File: src/rtl/adder_arbiter.sv
// ---------------------------------------------------------------------------
// adder_arbiter
//   Shares one K-bit unsigned adder between two requesters. A three-state
//   FSM (IDLE -> ADD -> RESP) accepts one operand pair at a time, arbitrates
//   round-robin between the requesters, and returns the (K+1)-bit sum
//   together with the id of the requester that owns it.
//
// Ports
//   clk, resetn              : clock, asynchronous active-low reset
//   req0_valid/_a/_b/_ready  : requester 0 operand channel
//   req1_valid/_a/_b/_ready  : requester 1 operand channel
//   resp_valid/_ready        : result handshake toward the consumer
//   resp_sum                 : a + b, bit K is the carry out
//   resp_id                  : requester index owning resp_sum
// ---------------------------------------------------------------------------

// Plain unsigned adder; the carry out is kept as the top result bit.
module generic_adder #(
  parameter int K = 6
) (
  input  logic [K-1:0] a,
  input  logic [K-1:0] b,
  output logic [K:0]   sum
);
  assign sum = {1'b0, a} + {1'b0, b};
endmodule

module adder_arbiter #(
  parameter int K = 6
) (
  input  logic         clk,
  input  logic         resetn,
  input  logic         req0_valid,
  input  logic [K-1:0] req0_a,
  input  logic [K-1:0] req0_b,
  output logic         req0_ready,
  input  logic         req1_valid,
  input  logic [K-1:0] req1_a,
  input  logic [K-1:0] req1_b,
  output logic         req1_ready,
  output logic         resp_valid,
  input  logic         resp_ready,
  output logic [K:0]   resp_sum,
  output logic         resp_id
);

  typedef enum logic [1:0] {
    IDLE = 2'd0,
    ADD  = 2'd1,
    RESP = 2'd2
  } state_t;

  state_t       state_reg;
  logic         last_grant_reg;
  logic [K-1:0] op_a_reg;
  logic [K-1:0] op_b_reg;
  logic         op_id_reg;
  logic         resp_valid_reg;
  logic [K:0]   resp_sum_reg;
  logic         resp_id_reg;

  logic         grant0;
  logic         grant1;
  logic [K:0]   adder_sum;

  // Round-robin: a lone valid requester always wins; under contention the
  // requester that was not granted last time wins. The two terms are
  // mutually exclusive, so at most one grant is ever active.
  assign grant0 = req0_valid && (!req1_valid || last_grant_reg);
  assign grant1 = req1_valid && (!req0_valid || !last_grant_reg);

  // Ready is combinational in IDLE. It is also gated by resetn because the
  // state register already reads IDLE while reset is held low, and no
  // requester may see ready during reset.
  assign req0_ready = resetn && (state_reg == IDLE) && grant0;
  assign req1_ready = resetn && (state_reg == IDLE) && grant1;

  // The single shared adder always works on the latched operands, so input
  // changes after the handshake cannot reach the result.
  generic_adder #(.K(K)) u_adder (
    .a   (op_a_reg),
    .b   (op_b_reg),
    .sum (adder_sum)
  );

  always_ff @(posedge clk or negedge resetn) begin
    if (!resetn) begin
      state_reg      <= IDLE;
      last_grant_reg <= 1'b1;
      op_a_reg       <= '0;
      op_b_reg       <= '0;
      op_id_reg      <= 1'b0;
      resp_valid_reg <= 1'b0;
      resp_sum_reg   <= '0;
      resp_id_reg    <= 1'b0;
    end else begin
      case (state_reg)
        IDLE: begin
          // A grant implies the matching valid, so a grant is a handshake.
          if (grant0) begin
            op_a_reg       <= req0_a;
            op_b_reg       <= req0_b;
            op_id_reg      <= 1'b0;
            last_grant_reg <= 1'b0;
            state_reg      <= ADD;
          end else if (grant1) begin
            op_a_reg       <= req1_a;
            op_b_reg       <= req1_b;
            op_id_reg      <= 1'b1;
            last_grant_reg <= 1'b1;
            state_reg      <= ADD;
          end
        end
        ADD: begin
          resp_sum_reg   <= adder_sum;
          resp_id_reg    <= op_id_reg;
          resp_valid_reg <= 1'b1;
          state_reg      <= RESP;
        end
        RESP: begin
          // Sum and id hold their values until the consumer takes them.
          if (resp_ready) begin
            resp_valid_reg <= 1'b0;
            state_reg      <= IDLE;
          end
        end
        default: begin
          resp_valid_reg <= 1'b0;
          state_reg      <= IDLE;
        end
      endcase
    end
  end

  assign resp_valid = resp_valid_reg;
  assign resp_sum   = resp_sum_reg;
  assign resp_id    = resp_id_reg;

endmodule

File: config.mk
export PLATFORM = sky130hd
export DESIGN_NAME = adder_arbiter
export DESIGN_NICKNAME = d
export VERILOG_FILES = /design/src/rtl/adder_arbiter.sv
export SDC_FILE = /design/constraint.sdc
export NUM_CORES = 1
export LEC_CHECK = 0
export ABC_AREA = 1
export BUFFER_PORTS_ARGS = -buffer_cell sky130_fd_sc_hd__buf_2
export CORE_ASPECT_RATIO = 0.7
export CORE_MARGIN = 10
export CORE_UTILIZATION = 47
export CTS_BUF_LIST = sky130_fd_sc_hd__clkbuf_8
export CTS_CLUSTER_SIZE = 20
export DETAILED_ROUTE_END_ITERATION = 16
export GPL_TIMING_DRIVEN = 0
export PLACE_DENSITY = 0.8
export REMOVE_ABC_BUFFERS = 1
export SYNTH_ARGS = -nofsm -noshare
export SYNTH_HDL_FRONTEND = slang
export SYNTH_SLANG_ARGS = --single-unit
File: constraint.sdc
create_clock -name clk -period 1.4 [get_ports clk]
set_input_delay 0.14 -clock clk [delete_from_list [all_inputs] [get_ports clk]]
set_output_delay 0.14 -clock clk [all_outputs]
set_load 0.005 [all_outputs]
==> impl_metrics.yaml <==
setup_path:
  path_max_fanout: 3
  crit_path_end_kind: "flip-flop"
  setup.worst_path.start_class: "flip-flop"
  crit_type: "reg -> reg"
  cp.arrival_ns: 1.61
  rr_worst_depth: 9
  ff2ff_setup_slack_ns: -0.05
  cp_cell_sequence: "ha_2, inv_2, fa_2, inv_2, nand3_2, nand2_2, nand2_1, nand2_1, o21ai_1"
  crit_slowest_cell: "dfrtp_1"
  timing.rr.start: "op_a_reg[0]"
  r2r_end: "resp_sum[4]"
  required_ns: 1.56
  slowest_delay_ns: 0.37
timing:
  tightest_slew_ns: 0.573
  max_freq_mhz: 692
  period_minus_slack_ns: 1.45
  slew_headroom_pct: 61.8
  slew_viol_final: 0
  period_share_pct: 103
  rsz0062_at_grt: "yes"
  hold_viol: 24
  fin_hold_ws_ns: -0.144
  finalSetupViolCount: 2
  setup_ws_ns: -0.0457
  finClkSkew_ns: 0.00380
global_route:
  grt_max_degree: 25
  grt_pass1_wl_um: 5630
  grt_pass1_vias: 1197
  gr-total-overflow: 0
  gr-usage-all-layers_pct: 13.5
  antenna_found_initial: 0
status:
  outcome: "finished with violations"
  violations: "hold timing, setup timing"
placed_design:
  place_area_sq_um: 1500
  place_ws_ns: -0.237
  gp_congestion: 0.835
  placed_cells: 227
  dp_hpwl_um: 2420
  portBuffers: 39
floorplan:
  num_io_pins: 40
  die_h_um: 63.7
  start_util_pct: 50.6
  rows: 15
  coreArea_sq_um: 2530
  dieArea_sq_um: 5250
  fp.dieW_um: 82.4
logic_synthesis:
  synth_top_area_cell: "dfrtp_1"
  synth.area.top_cells: "dfrtp_1 (47%), nand2_1 (14%), nor2_1 (6.1%), a31oi_1 (5.9%), ha_1 (5.9%)"
  syn-cell-area_sq_um: 1280
  ys_async_sr_fraction_pct: 100
  synth_edf_count: 0
  ys_seq_area_share_pct: 48.9
  yosys-top-cells-count: "nand2_1 (48), dfrtp_1 (24), nor2_1 (21), inv_1 (13), a31oi_1 (12)"
  synth_ff_type: "dfrtp_1"
  synth.most_common_cell: "nand2_1"
  syn_inst: 158
  syn_area_per_cell_sq_um: 8.12
  synth_cell_type_count: 22
  synth_top_cell_area_share_pct: 46.8
  yosysWarnings: 0
  synth_seq_cells: 25
cts:
  cts-root-buf: "clkbuf_8"
  htreeDepth: 1
  clock_latency_ns: 0.27
  clock_sinks: 25
  cts_tree: "built"
  cts.clk_slew.worst_paths_ns: 0.09
  cts_hold_buf: 2
  clockBufferDepth: 2
  cts_buffers: 3
cells_and_area:
  finalNonFillerCells: 242
  final_nets: 245
  drive_above_1_share_pct: 35.1
  final_area_sq_um: 1710
  diodes: 0
  largest_reg_flops: 7
  area_delta_synth_final_pct: 33.0
job:
  drv_cap: 0
power_and_ir_drop:
  power_density_nw_per_um2: 2470
  p_sw_mw: 1.84
  p_comb_share_pct: 57.9
  seq_power_share_pct: 32.0
  leakagePower_nw: 0.873
  ir_drop_v: 0.00129
  internal_power_mw: 2.37
  pwr-share-clk_pct: 10.1
  power_mw: 4.21
  p_sw_share_pct: 43.7
route:
  firstDrtPassIters: 4
  post_drt_via_cell_ratio: 5.09
  post-route-drc-count: 0
  ant_nets: 0
  drt_wl_total_um: 3540
  vias: 1232
  dr.first_iter.drc_count: 98
  wl_per_cell_um: 14.6
min_path:
  worstHoldPathType: "in -> async"
-- power by group through the flow --
stage               clock network, mW  registers [mW]  logic [mW]
floorplan                           0            1.29        1.32
global placement                    0            1.30        1.78
detailed placement                  0            1.32        1.91
CTS                             0.428            1.30        2.09
global route                    0.461            1.38        2.72
finish                          0.424            1.34        2.44
-- layout by cell type (no fill, tap or decap), types with 3 or more instances in the layout --
cell | netlist | final
ha_4 | 0 | 3
inv_1 | 13 | 11
nand2_1 | 48 | 46
o21ai_0 | 9 | 8
a31oi_1 | 12 | 12
buf_2 | 2 | 39
dfrtp_1 | 24 | 24
inv_2 | 4 | 6
nor2_1 | 21 | 21
buf_4 | 2 | 9
clkbuf_8 | 0 | 3
nor2_4 | 1 | 3
-- through the flow --
stage	TNS, ns	utilization (%)
floorplan	0	-
detailed placement	-2.65	59.0
global route	-0.381	67.3
global placement	-1.68	59.0
CTS	-0.150	63.9
finish	-0.0581	67.3
-- kinds of logic (layout without fill, tap and decap cells) --
| logic type | Yosys count | in the layout | share of synthesized area, % |
|---|---|---|---|
| AO/OA/AOI/OAI | 27 | 27 | 12.2 |
| AND/OR/NAND/NOR | 78 | 79 | 24.6 |
| adder cells (fa/ha/maj) | 7 | 7 | 7.41 |
| flip-flops | 25 | 25 | 48.9 |
| buffers and inverters | 21 | 70 | 6.93 |
-- worst max-delay path by stage --
stage          cells past startpoint          end  slack [ns]           start
3_5_place_dp                       4  op_b_reg[1]       -0.24  last_grant_reg
4_1_cts                            9  resp_sum[4]       -0.05     op_a_reg[0]
6_report                           9  resp_sum[4]       -0.05     op_a_reg[0]
3_3_place_gp                       4  op_b_reg[1]       -0.17  last_grant_reg
2_1_floorplan                      9  resp_sum[4]        0.02     op_a_reg[0]
5_1_grt                            8  resp_sum[6]       -0.13     op_a_reg[0]
-- layout make-up --
class | count | area, sq um
fillers | 214 | 828
multi-input cells | 113 | 653
flip-flops and latches | 25 | 627
repair buffers | 49 | 273
inverters | 17 | 63.8
well taps | 34 | 42.5
clock buffers | 3 | 41.3
clock inverters | 1 | 5.00
-- per-layer routing --
layer  part of all wire (%)  global-route usage [%]  up-vias
met2                     49                    22.9       48
li1                       -                       -      611
met4                    1.4                    1.27        0
met3                    9.5                    5.81        8
met1                     40                    15.7      565
met5                      0                       0        -
-- repair_timing --
action                                  CTS  global route
gates cloned                              1             0
endpoints found under the setup margin   16            41
buffers inserted                          4             5
pin swaps                                 7             8
resized for setup                         8             9
hold endpoints to repair                 24            24
-- critical path, delay by kind of cell, from the launching register on --
kind                       cells  cell delay (ns)
AOI/OAI and AO/OA              1             0.05
buffers and inverters          2             0.11
and+or+nand+nor                4             0.27
adders and majority gates      2             0.54
DFF                            1             0.37
Power figures use the tool's default switching activity.
